**config.mk**
```make
export PLATFORM = sky130hd
export DESIGN_NAME = psum_collector
export DESIGN_NICKNAME = d
export VERILOG_FILES = /design/src/rtl/psum_pkg.sv /design/src/rtl/psum_adder_tree.sv /design/src/rtl/psum_collector.sv
export SDC_FILE = /design/constraint.sdc
export NUM_CORES = 1
export LEC_CHECK = 0
export CORE_MARGIN = 2
export CORE_UTILIZATION = 40
export CTS_BUF_LIST = sky130_fd_sc_hd__clkbuf_8
export CTS_CLUSTER_DIAMETER = 30
export DETAILED_ROUTE_END_ITERATION = 10
export PLACE_DENSITY = 0.61
export SLEW_MARGIN = 20
export SYNTH_ARGS = -nofsm -noshare
export SYNTH_HDL_FRONTEND = slang
export SYNTH_SLANG_ARGS = --single-unit
```
**constraint.sdc**
```tcl
create_clock -name clk -period 6 [get_ports clk]
set_clock_uncertainty 0.15 [all_clocks]
set_input_delay 1.2 -clock clk [delete_from_list [all_inputs] [get_ports clk]]
set_output_delay 1.2 -clock clk [all_outputs]
set_load 0.1 [all_outputs]
```
**src/rtl/psum_pkg.sv**
```systemverilog
// psum_pkg: shared types, widths and arithmetic helpers for the partial-sum
// collector. sat_clamp is used only when PSUM_SAT_EN is defined.
package psum_pkg;

    localparam int PSUM_DW = 16;
    localparam int FRAME_W = 16;

    typedef logic signed [PSUM_DW-1:0] psum_t;

    // Output sum width: enough headroom for NUM_COL signed addends plus one guard bit.
    function automatic int psum_sum_w(input int dw, input int ncol);
        return dw + $clog2(ncol) + 1;
    endfunction

    // Clamp a sign-extended value to the signed range of a dw-bit word.
    function automatic logic signed [63:0] sat_clamp(input logic signed [63:0] v,
                                                     input int dw);
        logic signed [63:0] hi;
        logic signed [63:0] lo;
        hi = (64'sd1 <<< (dw - 1)) - 64'sd1;
        lo = -hi - 64'sd1;
        if (v > hi) begin
            return hi;
        end else if (v < lo) begin
            return lo;
        end else begin
            return v;
        end
    endfunction

endpackage

```
**src/rtl/psum_adder_tree.sv**
```systemverilog
// psum_adder_tree: combinational sum of NUM_COL signed words. Inputs whose
// enable bit is low contribute zero.
module psum_adder_tree
    import psum_pkg::*;
#(
    parameter int DATA_WIDTH = 16,
    parameter int NUM_COL    = 3,
    parameter int SUM_W      = psum_sum_w(DATA_WIDTH, NUM_COL)
) (
    input  logic [NUM_COL*DATA_WIDTH-1:0] in_flat,
    input  logic [NUM_COL-1:0]            en,
    output logic signed [SUM_W-1:0]       sum
);

    // Sign-extend each enabled column to SUM_W and accumulate.
    always_comb begin
        sum = {SUM_W{1'b0}};
        for (int i = 0; i < NUM_COL; i++) begin
            if (en[i]) begin
                sum = sum + $signed({{(SUM_W-DATA_WIDTH){in_flat[i*DATA_WIDTH+DATA_WIDTH-1]}},
                                     in_flat[i*DATA_WIDTH +: DATA_WIDTH]});
            end else begin
                sum = sum;
            end
        end
    end

endmodule

```
**src/rtl/psum_collector.sv**
```systemverilog
// psum_collector: gathers one signed partial sum per active PE column into
// one-deep hold registers, adds them once every active column is full, and
// presents the pixel on a valid/ready stream with a frame-end marker.
// Optional feature macro: PSUM_SAT_EN (saturate to DATA_WIDTH, adds sat_flag).
// Operating states are implied by the registers:
//   IDLE     : no hold full and out_valid low (busy=0)
//   COLLECT  : some hold full, out_valid low
//   HOLD_OUT : out_valid high
module psum_collector
    import psum_pkg::*;
#(
    parameter int DATA_WIDTH = 16,
    parameter int NUM_COL    = 3,
    parameter int SUM_W      = psum_sum_w(DATA_WIDTH, NUM_COL)
) (
    input  logic                          clk,
    input  logic                          rst,
    input  logic                          flush,
    input  logic                          cfg_load,
    input  logic [7:0]                    kernel_size,
    input  logic [FRAME_W-1:0]            frame_len,
    input  logic [NUM_COL*DATA_WIDTH-1:0] pe_psum,
    input  logic [NUM_COL-1:0]            pe_valid,
    output logic [NUM_COL-1:0]            pe_ready,
    output logic signed [SUM_W-1:0]       out_data,
    output logic                          out_valid,
    input  logic                          out_ready,
    output logic                          out_last,
    output logic                          busy,
    output logic                          err_cfg
`ifdef PSUM_SAT_EN
    ,
    output logic                          sat_flag
`endif
);

    localparam logic [7:0]         NCOL_B    = 8'(NUM_COL);
    localparam logic [FRAME_W-1:0] FRAME_ONE = {{(FRAME_W-1){1'b0}}, 1'b1};

    logic [NUM_COL*DATA_WIDTH-1:0] hold_d_q, hold_d_d;
    logic [NUM_COL-1:0]            hold_v_q, hold_v_d;
    logic                          out_valid_q, out_valid_d;
    logic signed [SUM_W-1:0]       out_data_q, out_data_d;
    logic                          out_last_q, out_last_d;
    logic                          err_cfg_q, err_cfg_d;
    logic [FRAME_W-1:0]            frame_cnt_q, frame_cnt_d;
    logic [FRAME_W-1:0]            frame_len_q, frame_len_d;
    logic [7:0]                    n_act_q, n_act_d;
`ifdef PSUM_SAT_EN
    logic                          sat_flag_q, sat_flag_d;
`endif

    logic [NUM_COL-1:0]            active_s;
    logic [NUM_COL-1:0]            pe_ready_s;
    logic [NUM_COL-1:0]            xfer_s;
    logic                          all_full_s;
    logic                          fire_s;
    logic                          busy_s;
    logic                          cfg_ok_s;
    logic                          last_hit_s;
    logic signed [SUM_W-1:0]       sum_s;
    logic signed [SUM_W-1:0]       sum_fin_s;
    logic                          sat_s;

    // Column activity, handshake and configuration-acceptance terms.
    always_comb begin
        for (int i = 0; i < NUM_COL; i++) begin
            active_s[i] = (8'(i) < n_act_q);
        end
        all_full_s = &(hold_v_q | ~active_s);
        fire_s     = all_full_s & (~out_valid_q | out_ready);
        for (int i = 0; i < NUM_COL; i++) begin
            pe_ready_s[i] = ~flush & (~active_s[i] | ~hold_v_q[i] | fire_s);
        end
        xfer_s     = pe_valid & pe_ready_s & active_s;
        busy_s     = (|hold_v_q) | out_valid_q;
        cfg_ok_s   = cfg_load & ~busy_s & ~(|(pe_valid & pe_ready_s));
        last_hit_s = (frame_len_q != {FRAME_W{1'b0}}) &&
                     (frame_cnt_q == (frame_len_q - FRAME_ONE));
    end

    psum_adder_tree #(
        .DATA_WIDTH (DATA_WIDTH),
        .NUM_COL    (NUM_COL),
        .SUM_W      (SUM_W)
    ) u_adder (
        .in_flat (hold_d_q),
        .en      (active_s),
        .sum     (sum_s)
    );

`ifdef PSUM_SAT_EN
    logic signed [63:0] sum_ext_s;
    logic signed [63:0] sat_v_s;

    // Clamp the full-precision sum to the DATA_WIDTH range and flag clamping.
    always_comb begin
        sum_ext_s = {{(64-SUM_W){sum_s[SUM_W-1]}}, sum_s};
        sat_v_s   = sat_clamp(sum_ext_s, DATA_WIDTH);
        sum_fin_s = sat_v_s[SUM_W-1:0];
        sat_s     = (sat_v_s != sum_ext_s);
    end
`else
    // Full-precision sum passes straight through.
    always_comb begin
        sum_fin_s = sum_s;
        sat_s     = 1'b0;
    end
`endif

    // Next-state logic: flush beats cfg_load, which beats the datapath.
    always_comb begin
        hold_d_d    = hold_d_q;
        hold_v_d    = hold_v_q;
        out_valid_d = out_valid_q;
        out_data_d  = out_data_q;
        out_last_d  = out_last_q;
        err_cfg_d   = err_cfg_q;
        frame_cnt_d = frame_cnt_q;
        frame_len_d = frame_len_q;
        n_act_d     = n_act_q;
`ifdef PSUM_SAT_EN
        sat_flag_d  = sat_flag_q;
`endif
        if (flush) begin
            hold_v_d    = {NUM_COL{1'b0}};
            out_valid_d = 1'b0;
            out_last_d  = 1'b0;
            frame_cnt_d = {FRAME_W{1'b0}};
`ifdef PSUM_SAT_EN
            sat_flag_d  = 1'b0;
`endif
        end else if (cfg_ok_s) begin
            frame_len_d = frame_len;
            frame_cnt_d = {FRAME_W{1'b0}};
            if ((kernel_size == 8'd0) || (kernel_size > NCOL_B)) begin
                n_act_d   = NCOL_B;
                err_cfg_d = 1'b1;
            end else begin
                n_act_d   = kernel_size;
                err_cfg_d = 1'b0;
            end
        end else begin
            // A load that could not be accepted is reported, never applied.
            if (cfg_load) begin
                err_cfg_d = 1'b1;
            end else begin
                err_cfg_d = err_cfg_q;
            end
            for (int i = 0; i < NUM_COL; i++) begin
                if (xfer_s[i]) begin
                    hold_d_d[i*DATA_WIDTH +: DATA_WIDTH] = pe_psum[i*DATA_WIDTH +: DATA_WIDTH];
                    hold_v_d[i] = 1'b1;
                end else if (fire_s && active_s[i]) begin
                    hold_v_d[i] = 1'b0;
                end else begin
                    hold_v_d[i] = hold_v_q[i];
                end
            end
            if (fire_s) begin
                out_valid_d = 1'b1;
                out_data_d  = sum_fin_s;
                out_last_d  = last_hit_s;
                frame_cnt_d = last_hit_s ? {FRAME_W{1'b0}} : (frame_cnt_q + FRAME_ONE);
`ifdef PSUM_SAT_EN
                sat_flag_d  = sat_s;
`endif
            end else if (out_ready) begin
                out_valid_d = 1'b0;
                out_last_d  = 1'b0;
            end else begin
                out_valid_d = out_valid_q;
            end
        end
    end

    // State registers with synchronous active-high reset.
    always_ff @(posedge clk) begin
        if (rst) begin
            hold_d_q    <= {(NUM_COL*DATA_WIDTH){1'b0}};
            hold_v_q    <= {NUM_COL{1'b0}};
            out_valid_q <= 1'b0;
            out_data_q  <= {SUM_W{1'b0}};
            out_last_q  <= 1'b0;
            err_cfg_q   <= 1'b0;
            frame_cnt_q <= {FRAME_W{1'b0}};
            frame_len_q <= {FRAME_W{1'b0}};
            n_act_q     <= NCOL_B;
`ifdef PSUM_SAT_EN
            sat_flag_q  <= 1'b0;
`endif
        end else begin
            hold_d_q    <= hold_d_d;
            hold_v_q    <= hold_v_d;
            out_valid_q <= out_valid_d;
            out_data_q  <= out_data_d;
            out_last_q  <= out_last_d;
            err_cfg_q   <= err_cfg_d;
            frame_cnt_q <= frame_cnt_d;
            frame_len_q <= frame_len_d;
            n_act_q     <= n_act_d;
`ifdef PSUM_SAT_EN
            sat_flag_q  <= sat_flag_d;
`endif
        end
    end

    assign pe_ready  = pe_ready_s;
    assign out_data  = out_data_q;
    assign out_valid = out_valid_q;
    assign out_last  = out_last_q;
    assign busy      = busy_s;
    assign err_cfg   = err_cfg_q;
`ifdef PSUM_SAT_EN
    assign sat_flag  = sat_flag_q;
`else
    // The clamp indicator only exists in the saturating build.
    logic unused_sat_s;
    assign unused_sat_s = sat_s;
`endif

endmodule

```
==> run summary <==
Final WS setup: 0.432 ns
pre-CTS setup slack: 0.362 ns
design area: 8680 µm²
Hold Crit Depth: 2
Hold Buf Count CTS: 0
Compound-Gate Fraction of Synth Area: 18.9%
Reg clk slew, reported paths: 0.07 ns
Clock Sinks: 113
Std-Cell Rows: 48
simple-gate share of the synthesized area: 22.8%
mux share of post-synthesis cell area: 7.41%
worst r2r src: n_act_q[0]
setup TNS: 0 ns
Max Cap Viol: 0
clk_lat worst skew: 0.45 ns
Netlist cell types: 70
Max Fanout on Critical Path: 12
Die ar.: 18700 µm²
#FFs+latches synth: 113
XOR/XNOR Fraction of Synth Area: 8.46%
Die H: 137 µm
first-pass iteration count of the detailed router: 6
Max transition margin: 31.6%
global-route wire length before repair: 30.7 mm
DRC: 0
FMAX: 0.180 GHz
hold slack final: 0.301 ns
Synth Flop Type: dfxtp_1
Net Sw Power: 530 µW
pwr dens: 216 nW/µm²
final net count: 1093
Placer Congestion: 0.906
worst reg2reg setup slack: 0.43 ns
Yosys Warn Count: 0
Reg2Reg Depth: 23
unrepaired setup endpoints after global routing: no
Net Count, Synth: 1008
worst hold path type: reg -> reg
Critical Path AT: 5.77 ns
sequential area share after synthesis: 32.1%
Internal: 1.35 mW
Layout area overhead: 23.2%
Syn Inst Count: 894
Tcrit/Tclk final: 92.8%
H-Tree Depth: 4
CP Launch Type: flip-flop
combinational fraction of design power: 17.8%
sequential share of power: 42.4%
layout cell share with drive strength beyond 1: 6.35%
WHS Endpoint: hold_d_q[8]
CTS tree: built
Resize count post-CTS: 0
Slew Limit Fails: 0
final hold vios: 0
IR drop worst, VDD: 0.154 mV
IO Pins: 106
Setup Fix Bufs, Post-CTS: 0
final setup violation count: 0
fraction of registers with async set/reset: 0%
# diodes: 0
largest net degree at the start of global routing: 88
GRT overflow: 0
leak pwr: 3.39 nW
number of vias in the routed layout: 6469
IO Port Bufs: 105
GR Util All Layers: 20.8%
routed vias/inst: 5.32
placed inst area: 8250 µm²
vias in the first global route: 6112
number of flops mapped to enable cells by yosys: 0
largest family of logic cells by synthesized area: simple AND/OR/NAND/NOR gates
status: finished clean
Setup Crit Path Kind: reg -> reg
final wirelength: 18.8 mm
CORE AREA: 17200 µm²
post-layout min period: 5.57 ns
Avg Inst Size Synth: 7.88 µm²
initial antenna violation count: 0
clock buffer depth: 2
slew of the pin with the lowest slew margin: 1.02 ns
Initial Util: 40.9%
worst hold start: hold_d_q[8]
Final ANT Viol Nets: 0
Required @ worst endpoint: 6.20 ns
post-DP HPWL: 14.0 mm
sw frac: 28.2%
Synth Area in Adders: 6.43%
Die Wd: 137 µm
Post-Syn Area: 7040 µm²
element type at the critical path end: flip-flop
1st-iter DRT viols: 330
root buffer cell: clkbuf_8
WL per Instance: 15.5 µm
total CTS buffers: 17
R2R Path End: out_data[18]
clock share of power: 39.8%
## area by class of cell
cell class	count	area (µm²)
Inverter	22	82.6
Clock buffer	22	303
Tap cell	225	282
Clock inverter	10	109
Fill cell	1707	8560
Sequential cell	113	2260
Timing Repair Buffer	115	1110
Multi-Input combinational cell	710	4530
## state kept, by name (all words and copies together) (netlist names)
signal / cells
hold_d_q: 48
frame_len_q: 16
out_valid: 1
out_data: 19
err_cfg: 1
out_last: 1
frame_cnt_q: 16
hold_v_q: 3
n_act_q: 8
## power by group through the flow
stage	clock [mW]	combinational, mW	sequential (mW)
4_1_cts	0.765	0.336	0.795
6_report	0.747	0.335	0.795
2_1_floorplan	0	0.227	0.805
3_3_place_gp	0	0.332	0.812
5_1_grt	0.794	0.370	0.798
3_5_place_dp	0	0.333	0.812
## logic make-up after synthesis
group,Yosys count
AOI/OAI and AO/OA,203
xor gates and xnor gates,68
adders and majority gates,36
buffers and inverters,71
DFF,113
muxes,52
and+or+nand+nor,351
## worst max-delay path, stage by stage, from the launching register on
cell      delay, ns
dfxtp_1        0.42
nor4_1         0.40
nand2_1        0.14
and2_1         0.20
ha_1           0.25
o21ai_0        0.18
o21a_1         0.17
o31ai_1        0.11
o21a_1         0.23
o31a_1         0.25
maj3_1         0.38
mux2i_1        0.14
xnor2_1        0.34
ha_1           0.35
o21a_1         0.12
nor2_1         0.08
a31oi_1        0.08
nor4_1         0.31
nor3_1         0.15
o31ai_2        0.36
mux2i_1        0.23
a21oi_1        0.09
xnor2_1        0.14
a211oi_1       0.21
## Yosys cell counts, types with 9 or more instances
| master | n | share of area, % |
|---|---|---|
| nor2_1 | 125 | 6.7 |
| and3_1 | 10 | 0.89 |
| o21ai_0 | 42 | 3.0 |
| nand2_1 | 95 | 5.1 |
| ha_1 | 33 | 5.9 |
| dfxtp_1 | 113 | 32 |
| nand2b_1 | 10 | 0.89 |
| nor3_1 | 28 | 2.0 |
| a21oi_1 | 65 | 4.6 |
| clkbuf_1 | 40 | 2.1 |
| mux2i_1 | 51 | 7.2 |
| nand4_1 | 10 | 0.89 |
| a211oi_1 | 15 | 1.6 |
| xor2_1 | 27 | 3.4 |
| nand3_1 | 21 | 1.5 |
| nor4_1 | 9 | 0.80 |
| inv_1 | 22 | 1.2 |
| and2_1 | 19 | 1.7 |
| xnor2_1 | 41 | 5.1 |
## worst max path at each step
stage | start | endpoint | slack (ns) | cells after the start
finish | n_act_q[0] | out_data[18] | 0.43 | 23
detailed placement | n_act_q[0] | out_data[18] | 0.36 | 23
floorplan | n_act_q[0] | out_data[18] | 0.57 | 26
global placement | n_act_q[2] | out_data[18] | 0.51 | 23
global route | n_act_q[0] | out_data[18] | 0.06 | 23
CTS | n_act_q[0] | out_data[18] | 0.37 | 23
## metal layers
layer	vias up	wire length [µm]	GRT usage [%]
li1	3339	-	-
met1	2955	8940	27.0
met2	148	8840	34.7
met3	27	773	4.19
met4	0	280	6.48
met5	-	0	0
## cells in the final DEF, fill, tap and decap left out, types with 3 or more instances in the layout
| cell type | Yosys | layout |
|---|---|---|
| clkbuf_8 | 0 | 22 |
| nand2_1 | 95 | 95 |
| o211ai_1 | 7 | 7 |
| ha_1 | 33 | 33 |
| clkdlybuf4s50_1 | 0 | 101 |
| xnor2_1 | 41 | 41 |
| a21o_1 | 8 | 8 |
| nand2b_1 | 10 | 10 |
| nand3_1 | 21 | 21 |
| nor2_1 | 125 | 124 |
| a31oi_1 | 8 | 8 |
| o21a_1 | 8 | 8 |
| buf_4 | 0 | 13 |
| nand3b_1 | 3 | 3 |
| nand4_1 | 10 | 10 |
| o21bai_1 | 4 | 4 |
| mux2i_1 | 51 | 51 |
| o31ai_1 | 6 | 5 |
| and3_1 | 10 | 9 |
| a211oi_1 | 15 | 15 |
| dfxtp_1 | 113 | 113 |
| a21oi_1 | 65 | 64 |
| and2_1 | 19 | 19 |
| or2_2 | 5 | 5 |
| o21ai_0 | 42 | 42 |
| xor2_1 | 27 | 27 |
| nor3_1 | 28 | 28 |
| o22ai_1 | 4 | 4 |
| nor2b_1 | 4 | 4 |
| a22o_1 | 3 | 3 |
| clkinvlp_4 | 0 | 3 |
| inv_1 | 22 | 24 |
| nor4_1 | 9 | 8 |
## per-stage QoR
stage               utilization, %  std cells  power, mW
floorplan                        -        894       1.03
global placement              47.9       1185       1.14
detailed placement            47.9       1185       1.15
CTS                           50.3       1217       1.90
global route                  50.3       1217       1.96
finish                        50.3       1217       1.88
Note: power is estimated with default switching activity, not from simulation.
